### src/rtl/spell_mem_arb_pkg.sv
// Shared definitions for the SPELL memory port arbiter.
// State codes, owner encoding and grant constants.
package spell_mem_arb_pkg;

    localparam logic [1:0] ST_IDLE = 2'd0;
    localparam logic [1:0] ST_CORE = 2'd1;
    localparam logic [1:0] ST_DBG  = 2'd2;
    localparam logic [1:0] ST_GAP  = 2'd3;

    typedef enum logic {
        OWN_CORE = 1'b0,
        OWN_DBG  = 1'b1
    } owner_t;

    localparam logic [1:0] GRANT_NONE = 2'b00;
    localparam logic [1:0] GRANT_CORE = 2'b01;
    localparam logic [1:0] GRANT_DBG  = 2'b10;

    localparam int CNT_W = 4;

endpackage

### src/rtl/spell_mem_arb_pick.sv
// Next-owner selection for the SPELL memory arbiter.
// Debug priority with burst limit, or round-robin.
module spell_mem_arb_pick
    import spell_mem_arb_pkg::*;
#(
    parameter int DEBUG_PRIORITY  = 1,
    parameter int MAX_DEBUG_BURST = 4
) (
    input  logic             core_req,
    input  logic             dbg_req,
    input  logic [CNT_W-1:0] burst_cnt,
    input  logic             last_dbg,
    output logic             pick_valid,
    output logic             pick_dbg
);

    localparam logic [CNT_W-1:0] MAX_CNT = CNT_W'(MAX_DEBUG_BURST);

    // Resolve a single winner; ties go by priority/burst or alternation
    always_comb begin
        pick_valid = core_req | dbg_req;
        pick_dbg   = 1'b0;
        if (dbg_req && !core_req) begin
            pick_dbg = 1'b1;
        end else if (dbg_req && core_req) begin
            if (DEBUG_PRIORITY != 0)
                pick_dbg = (burst_cnt < MAX_CNT);
            else
                pick_dbg = !last_dbg;
        end
    end

endmodule

### src/rtl/spell_mem_arbiter.sv
// Shares the SPELL memory port between the core and the debug host.
// Whole-transaction ownership with a one-cycle idle gap between owners.
module spell_mem_arbiter
    import spell_mem_arb_pkg::*;
#(
    parameter int DEBUG_PRIORITY  = 1,
    parameter int MAX_DEBUG_BURST = 4
) (
    input  logic       clk,
    input  logic       rst_n,
    input  logic       core_select,
    input  logic [7:0] core_addr,
    input  logic [7:0] core_data_in,
    input  logic       core_memory_type_data,
    input  logic       core_write,
    output logic       core_data_ready,
    input  logic       dbg_select,
    input  logic [7:0] dbg_addr,
    input  logic [7:0] dbg_data_in,
    input  logic       dbg_memory_type_data,
    input  logic       dbg_write,
    output logic       dbg_data_ready,
    output logic       mem_select,
    output logic [7:0] mem_addr,
    output logic [7:0] mem_data_in,
    output logic       mem_memory_type_data,
    output logic       mem_write,
    input  logic       mem_data_ready,
    input  logic [7:0] mem_data_out,
    output logic [7:0] data_out,
    output logic [1:0] grant
);

    localparam logic [CNT_W-1:0] MAX_CNT = CNT_W'(MAX_DEBUG_BURST);

    logic [1:0]       state;
    logic [1:0]       state_nxt;
    logic [CNT_W-1:0] burst_cnt;
    owner_t           last_owner;
    logic             pick_valid;
    logic             pick_dbg;

    spell_mem_arb_pick #(
        .DEBUG_PRIORITY (DEBUG_PRIORITY),
        .MAX_DEBUG_BURST(MAX_DEBUG_BURST)
    ) u_pick (
        .core_req  (core_select),
        .dbg_req   (dbg_select),
        .burst_cnt (burst_cnt),
        .last_dbg  (last_owner == OWN_DBG),
        .pick_valid(pick_valid),
        .pick_dbg  (pick_dbg)
    );

    // Transaction sequencing: grant from IDLE, hold until select drops
    always_comb begin
        state_nxt = state;
        case (state)
            ST_IDLE: if (pick_valid) state_nxt = pick_dbg ? ST_DBG : ST_CORE;
            ST_CORE: if (!core_select) state_nxt = ST_GAP;
            ST_DBG:  if (!dbg_select) state_nxt = ST_GAP;
            default: state_nxt = ST_IDLE;
        endcase
    end

    // State, debug burst count and last owner, updated on grant entry
    always_ff @(posedge clk or negedge rst_n) begin
        if (!rst_n) begin
            state      <= ST_IDLE;
            burst_cnt  <= '0;
            last_owner <= OWN_DBG;
        end else begin
            state <= state_nxt;
            if (state == ST_IDLE && state_nxt == ST_DBG) begin
                last_owner <= OWN_DBG;
                if (burst_cnt < MAX_CNT)
                    burst_cnt <= burst_cnt + 1'b1;
            end
            if (state == ST_IDLE && state_nxt == ST_CORE) begin
                last_owner <= OWN_CORE;
                burst_cnt  <= '0;
            end
        end
    end

    // Port mux: the owner drives the memory, everything else is quiet
    always_comb begin
        mem_select           = 1'b0;
        mem_addr             = 8'h00;
        mem_data_in          = 8'h00;
        mem_memory_type_data = 1'b0;
        mem_write            = 1'b0;
        core_data_ready      = 1'b0;
        dbg_data_ready       = 1'b0;
        grant                = GRANT_NONE;
        case (state)
            ST_CORE: begin
                mem_select           = core_select;
                mem_addr             = core_addr;
                mem_data_in          = core_data_in;
                mem_memory_type_data = core_memory_type_data;
                mem_write            = core_write;
                core_data_ready      = mem_data_ready;
                grant                = GRANT_CORE;
            end
            ST_DBG: begin
                mem_select           = dbg_select;
                mem_addr             = dbg_addr;
                mem_data_in          = dbg_data_in;
                mem_memory_type_data = dbg_memory_type_data;
                mem_write            = dbg_write;
                dbg_data_ready       = mem_data_ready;
                grant                = GRANT_DBG;
            end
            default: ;
        endcase
    end

    assign data_out = mem_data_out;

endmodule

### config.mk
export PLATFORM = sky130hd
export DESIGN_NAME = spell_mem_arbiter
export DESIGN_NICKNAME = d
export VERILOG_FILES = /design/src/rtl/spell_mem_arb_pkg.sv /design/src/rtl/spell_mem_arb_pick.sv /design/src/rtl/spell_mem_arbiter.sv
export SDC_FILE = /design/constraint.sdc
export NUM_CORES = 1
export LEC_CHECK = 0
export ABC_CLOCK_PERIOD_IN_PS = 1500
export BUFFER_PORTS_ARGS = -buffer_cell sky130_fd_sc_hd__buf_2
export CAP_MARGIN = 10
export CORE_MARGIN = 2
export CORE_UTILIZATION = 32
export DETAILED_ROUTE_END_ITERATION = 6
export PLACE_DENSITY = 0.76
export RECOVER_POWER = 25
export REMOVE_ABC_BUFFERS = 1
export SYNTH_ARGS = -nofsm -noshare
export SYNTH_HDL_FRONTEND = slang
export SYNTH_SLANG_ARGS = --single-unit
### constraint.sdc
create_clock -name clk -period 1.5 [get_ports clk]
set_input_delay 0.3 -clock clk [delete_from_list [all_inputs] [get_ports clk]]
set_output_delay 0.3 -clock clk [all_outputs]
set_load 0.1 [all_outputs]
==> flow_metrics.tcl, run 1 <==
set metrics [dict create \
    cp-startpoint "state[1]$_DFF_PN0_" \
    cpMaxStageDelayCell "dfrtp_1" \
    cp_cell_sequence "buf_6 -> inv_6 -> ha_4 -> buf_16 -> a22oi_2 -> nor2b_2 -> buf_12" \
    cap_violations 0 \
    root_buffer "clkbuf_4" \
    yosys_register_bits 6 \
    globalRouteOverflowTotal 0 \
    drt_iter0_drc 29 \
    status "finished with violations" \
    finalHoldViolations 0 \
    maxSlewHeadroom_pct 73.73 \
    wl_per_cell_microns 21.24 \
    pin_count 80 \
    netlist_area_sq_um 809.5 \
    worst_slack_ns -0.5054 \
    yosysTopAreaCell "dfrtp_1" \
    start_kind "flip-flop" \
    dieArea_sq_um 2948 \
    yosysUniqueCellTypes 31 \
    synth_edf_count 0 \
    yosysMostFrequentCell "nor2b_1" \
    coreArea_sq_um 2432 \
    synth_top_area_share_pct 18.55 \
    grtUsageTotal_pct 29.91 \
    fin_nets 238 \
    crit_path_end_kind "output pin" \
    tritoncts "built" \
    wirelength_mm 4.481 \
    placed_area_sq_um 1564 \
    ys_warn_count 0 \
    fp-row-count 18 \
    synthToLayoutAreaGrowth_pct 158.6 \
    clock_latency_ns 0.25 \
    die_y_microns 54.30 \
    ys.flop_type "dfrtp_1" \
    r2r_start "state[1]$_DFF_PN0_" \
    grt_antenna_before_repair 0 \
    dr.pass1.iters 4 \
    path_delay_family "buffers and inverters" \
    cpPeakStageDelay_ns 0.40 \
    hold_path_class "in -> reg" \
    synthTopCellsByCount "nor2b_1, a22oi_1, buf_4" \
    slew_viol_final 0 \
    ant_nets 0 \
    diodes 0 \
    highest_layer "met4" \
    avgSynthCellArea_sq_um 8.177 \
    crit_required_ns 1.20 \
    violations "negative setup slack" \
    grt_start_max_net_pins 20 \
    met1_length_mm 1.445 \
    crit_cells 7 \
    path_buf_inv 4 \
    start_util_pct 33.28 \
    layout-drive-gt1-share_pct 81.77 \
    rsz0062_at_grt "yes" \
    max_freq_mhz 498.6 \
    hold_ws_ns 0.4240 \
    arrival_ns 1.71 \
    num_vias 1167 \
    crit_path_end "mem_data_in[6]" \
    numCtsBuffers 3 \
    period_minus_slack_ns 2.005 \
    met2_length_mm 2.375 \
    grt_pass1_vias 1286 \
    viasPerCell 5.531 \
    synth_cells 99 \
    yosysSeqAreaShare_pct 18.55 \
    clock_skew_ns 0.006221 \
    worstRegToRegCells 10 \
    port_buffers 63 \
    final_util_pct 86.06 \
    tightest_slew_ns 0.3935 \
    async_flop_share_pct 100.0 \
    synth_area_leaders "dfrtp_1, a22oi_1, nor2b_1, ha_1, buf_4" \
    rr_endpoint "burst_cnt[1]$_DFFE_PN0P_" \
    cts_num_sinks 6 \
    stdcell_area_sq_um 2093 \
    path_max_fanout 10 \
    reg2reg_slack_ns -0.38 \
    place_congestion 0.8445 \
    clock_path_buffers 2 \
    fin_crit_sh_pct 133.7 \
    criticalPathCategory "reg -> out" \
    setup_viol 29 \
    drcViolationCount 0 \
    wl_met3_microns 429 \
    path_clk_slew_ns 0.05 \
    grt_pass1_wl_mm 6.154 \
    h-tree-depth 1 \
    hpwl_mm 2.325 \
    die_x_microns 54.30 \
]
worst register-to-register path, delay by kind of cell (launching register included):
family                     cells  cell delay, ns
and+or+nand+nor                1            0.13
adders and majority gates      1            0.19
AOI/OAI and AO/OA              2            0.19
buffers and inverters          5            0.57
muxes                          1            0.33
DFF                            1            0.38
cells by family after synthesis:
group	after synthesis	synth area share, %
fa+ha+maj	6	9.273
mux	2	3.091
simple gates	33	24.88
buf+inv	20	12.98
flops	6	18.55
compound gates	32	31.22
sequential cells by signal, summed over array words and instances (netlist names):
| name | cells |
|---|---|
| burst_cnt | 4 |
| state | 2 |
metal layers:
layer	vias to the layer above	global-route usage [%]
met5	-	0
met4	0	15.83
met3	19	9.563
met2	83	57.23
met1	546	27.67
li1	519	-
cell usage in the layout, fill, tap and decap left out, drive strengths merged, types with 2 or more instances in the layout:
cell    netlist  layout
inv           7       7
nor2b        20      20
nand2         2       2
clkbuf        5       5
buf           8      89
ha            6       6
a31oi         2       2
nand3         4       4
a22oi        19      19
and2          2       2
o22ai         2       2
o21ai         2       2
nor2          2       2
dfrtp         6       6
cell type report:
type	count	area, sq um
Timing Repair Buffer	92	1008
Tap cell	30	37.54
Sequential cell	6	150.1
Clock buffer	3	22.52
Multi-Input combinational cell	73	843.3
Fill cell	107	339.1
Inverter	7	31.28
worst min path at each step:
| stage | start | end | cells past startpoint |
|---|---|---|---|
| 2_1_floorplan | rst_n | burst_cnt[0]$_DFFE_PN0P_ | 0 |
| 3_3_place_gp | rst_n | burst_cnt[1]$_DFFE_PN0P_ | 1 |
| 3_5_place_dp | rst_n | burst_cnt[3]$_DFFE_PN0P_ | 1 |
| 4_1_cts | core_select | state[0]$_DFF_PN0_ | 3 |
| 5_1_grt | core_select | state[0]$_DFF_PN0_ | 3 |
| 6_report | core_select | state[0]$_DFF_PN0_ | 3 |
metrics by stage:
step	setup slack [ns]	std cells	setup TNS [ns]
2_1_floorplan	-2.042	86	-45.72
3_3_place_gp	-0.1358	192	-2.602
3_5_place_dp	-0.2026	192	-3.912
4_1_cts	-0.3787	206	-8.442
5_1_grt	-0.5411	211	-11.90
6_report	-0.5054	211	-10.90
what timing repair did:
item,CTS,global route
pin swaps,3,6
buffers inserted,8,4
hold buffers,1,0
hold endpoints to repair,6,0
endpoints found under the setup margin,28,29
cloned,2,1
gates resized for setup,76,3
Power of run 1 is left out: the tool's default activity adds up to more than one toggle a clock period on the data nets, which glitch-free logic cannot reach.
==> run 2, diff against run 1 <==
- CORE_UTILIZATION: 32 -> 30
- PLACE_DENSITY: 0.76 -> 0.74
==> flow_metrics.tcl, run 2 (synthesized netlist as in run 1, its figures left out) <==
set metrics [dict create \
    status "finished with violations" \
    violations "negative setup slack" \
    synthToLayoutAreaGrowth_pct 153.5 \
    root_buffer "clkbuf_4" \
    multiInputGateArea_sq_um 805.8 \
    hold_path_class "in -> async" \
    finalHoldViolations 0 \
    pin_count 80 \
    path_clk_slew_ns 0.04 \
    wl_per_cell_microns 18.27 \
    die_x_microns 55.95 \
    hpwl_mm 2.467 \
    path_max_fanout 12 \
    final_cell_mix "buf_2, buf_12, buf_4, nor2b_2, a22oi_2" \
    place_congestion 0.8237 \
    diodes 0 \
    clock_skew_ns 0.004897 \
    coreArea_sq_um 2522 \
    numCtsBuffers 3 \
    die_y_microns 55.95 \
    fin_nets 238 \
    clock_path_buffers 2 \
    worst_slack_ns -0.4128 \
    slew_viol_final 0 \
    layout-drive-gt1-share_pct 78.45 \
    h-tree-depth 1 \
    port_buffers 63 \
    final_util_pct 81.35 \
    maxSlewHeadroom_pct 73.91 \
    tritoncts "built" \
    max_freq_mhz 522.8 \
    grtUsageTotal_pct 23.75 \
    cap_violations 0 \
    wirelength_mm 3.855 \
    grt_antenna_before_repair 0 \
    fin_crit_sh_pct 127.5 \
    drt_iter0_drc 31 \
    grt_pass1_vias 1238 \
    arrival_ns 1.61 \
    top_register "burst_cnt" \
    regArea_sq_um 151.4 \
    tightest_slew_ns 0.3907 \
    path_buf_inv 3 \
    fp-row-count 18 \
    largest_reg_flops 4 \
    criticalPathCategory "reg -> out" \
    globalRouteOverflowTotal 0 \
    reg.largest.list "burst_cnt x4, state x2" \
    viasPerCell 5.256 \
    setup_viol 28 \
    dr.pass1.iters 4 \
    dieArea_sq_um 3130 \
    cpPeakStageDelay_ns 0.43 \
    path_delay_family "buffers and inverters" \
    drcViolationCount 0 \
    num_vias 1109 \
    start_kind "flip-flop" \
    cp_cell_sequence "buf_6 -> ha_4 -> buf_12 -> a22oi_1 -> nor2b_2 -> buf_12" \
    period_minus_slack_ns 1.913 \
    grt_pass1_wl_mm 5.906 \
    grt_start_max_net_pins 20 \
    final_common_cell "buf_2" \
    final.fill_count 129 \
    cpMostUsedCell "buf_12" \
    crit_path_end_kind "output pin" \
    rsz0062_at_grt "yes" \
    start_util_pct 32.09 \
    crit_required_ns 1.20 \
    clock_latency_ns 0.24 \
    cts_num_sinks 6 \
    cpMaxStageDelayCell "dfrtp_2" \
    ant_nets 0 \
]
==> run 2: changes by cell type in the layout (fill, tap and decap cells not counted), sizes merged <==
cell / change
buf: -1
clkbuf: +1
==> run 2: final timing paths <==
check / start / end / slack, ns / depth (start not counted)
max in group asynchronous: rst_n / state[0]$_DFF_PN0_ / 0.77 / 2
setup reg to reg: state[1]$_DFF_PN0_ / burst_cnt[1]$_DFFE_PN0P_ / -0.32 / 8
min in group clk: core_select / state[0]$_DFF_PN0_ / 0.55 / 4
setup / recovery: state[0]$_DFF_PN0_ / mem_data_in[0] / -0.41 / 6
hold / removal: rst_n / burst_cnt[3]$_DFFE_PN0P_ / 0.47 / 2
hold reg to reg: burst_cnt[1]$_DFFE_PN0P_ / burst_cnt[1]$_DFFE_PN0P_ / 0.57 / 2
==> run 2: metrics by stage <==
stage	setup WS, ns	TNS (ns)	cell area, sq um	hold WS [ns]	instances
floorplan	-2.042	-45.72	730.7	0.004409	86
global placement	-0.1667	-3.375	1579	0.1246	194
detailed placement	-0.3186	-5.339	1579	0.1304	194
CTS	-0.3913	-8.474	1939	0.4028	208
global route	-0.4593	-10.91	2052	0.4916	211
finish	-0.4128	-9.360	2052	0.4676	211
==> run 2: what timing repair did <==
action	in CTS	in global routing
buffers inserted	8	2
cloned	2	1
pin swaps	6	3
gates resized for setup	50	18
hold buffers	1	0
endpoints found under the hold margin	6	0
setup endpoints to repair	28	28
==> run 2: final cells by class <==
cell class                      instances  share of cell area [%]
Timing Repair Buffer                   92                   49.02
Sequential cell                         6                   7.378
Clock buffer                            3                   1.098
Multi-Input combinational cell         73                   39.27
Tap cell                               30                   1.829
Inverter                                7                   1.402
==> run 2: layer usage <==
metal	global-route usage, %	part of all wire (%)	vias up
li1	-	-	518
met1	22.18	35	516
met2	48.81	56	65
met3	6.744	6.9	10
met4	6.803	2.2	0
met5	0	0	-
Power of run 2 is left out for the same reason.
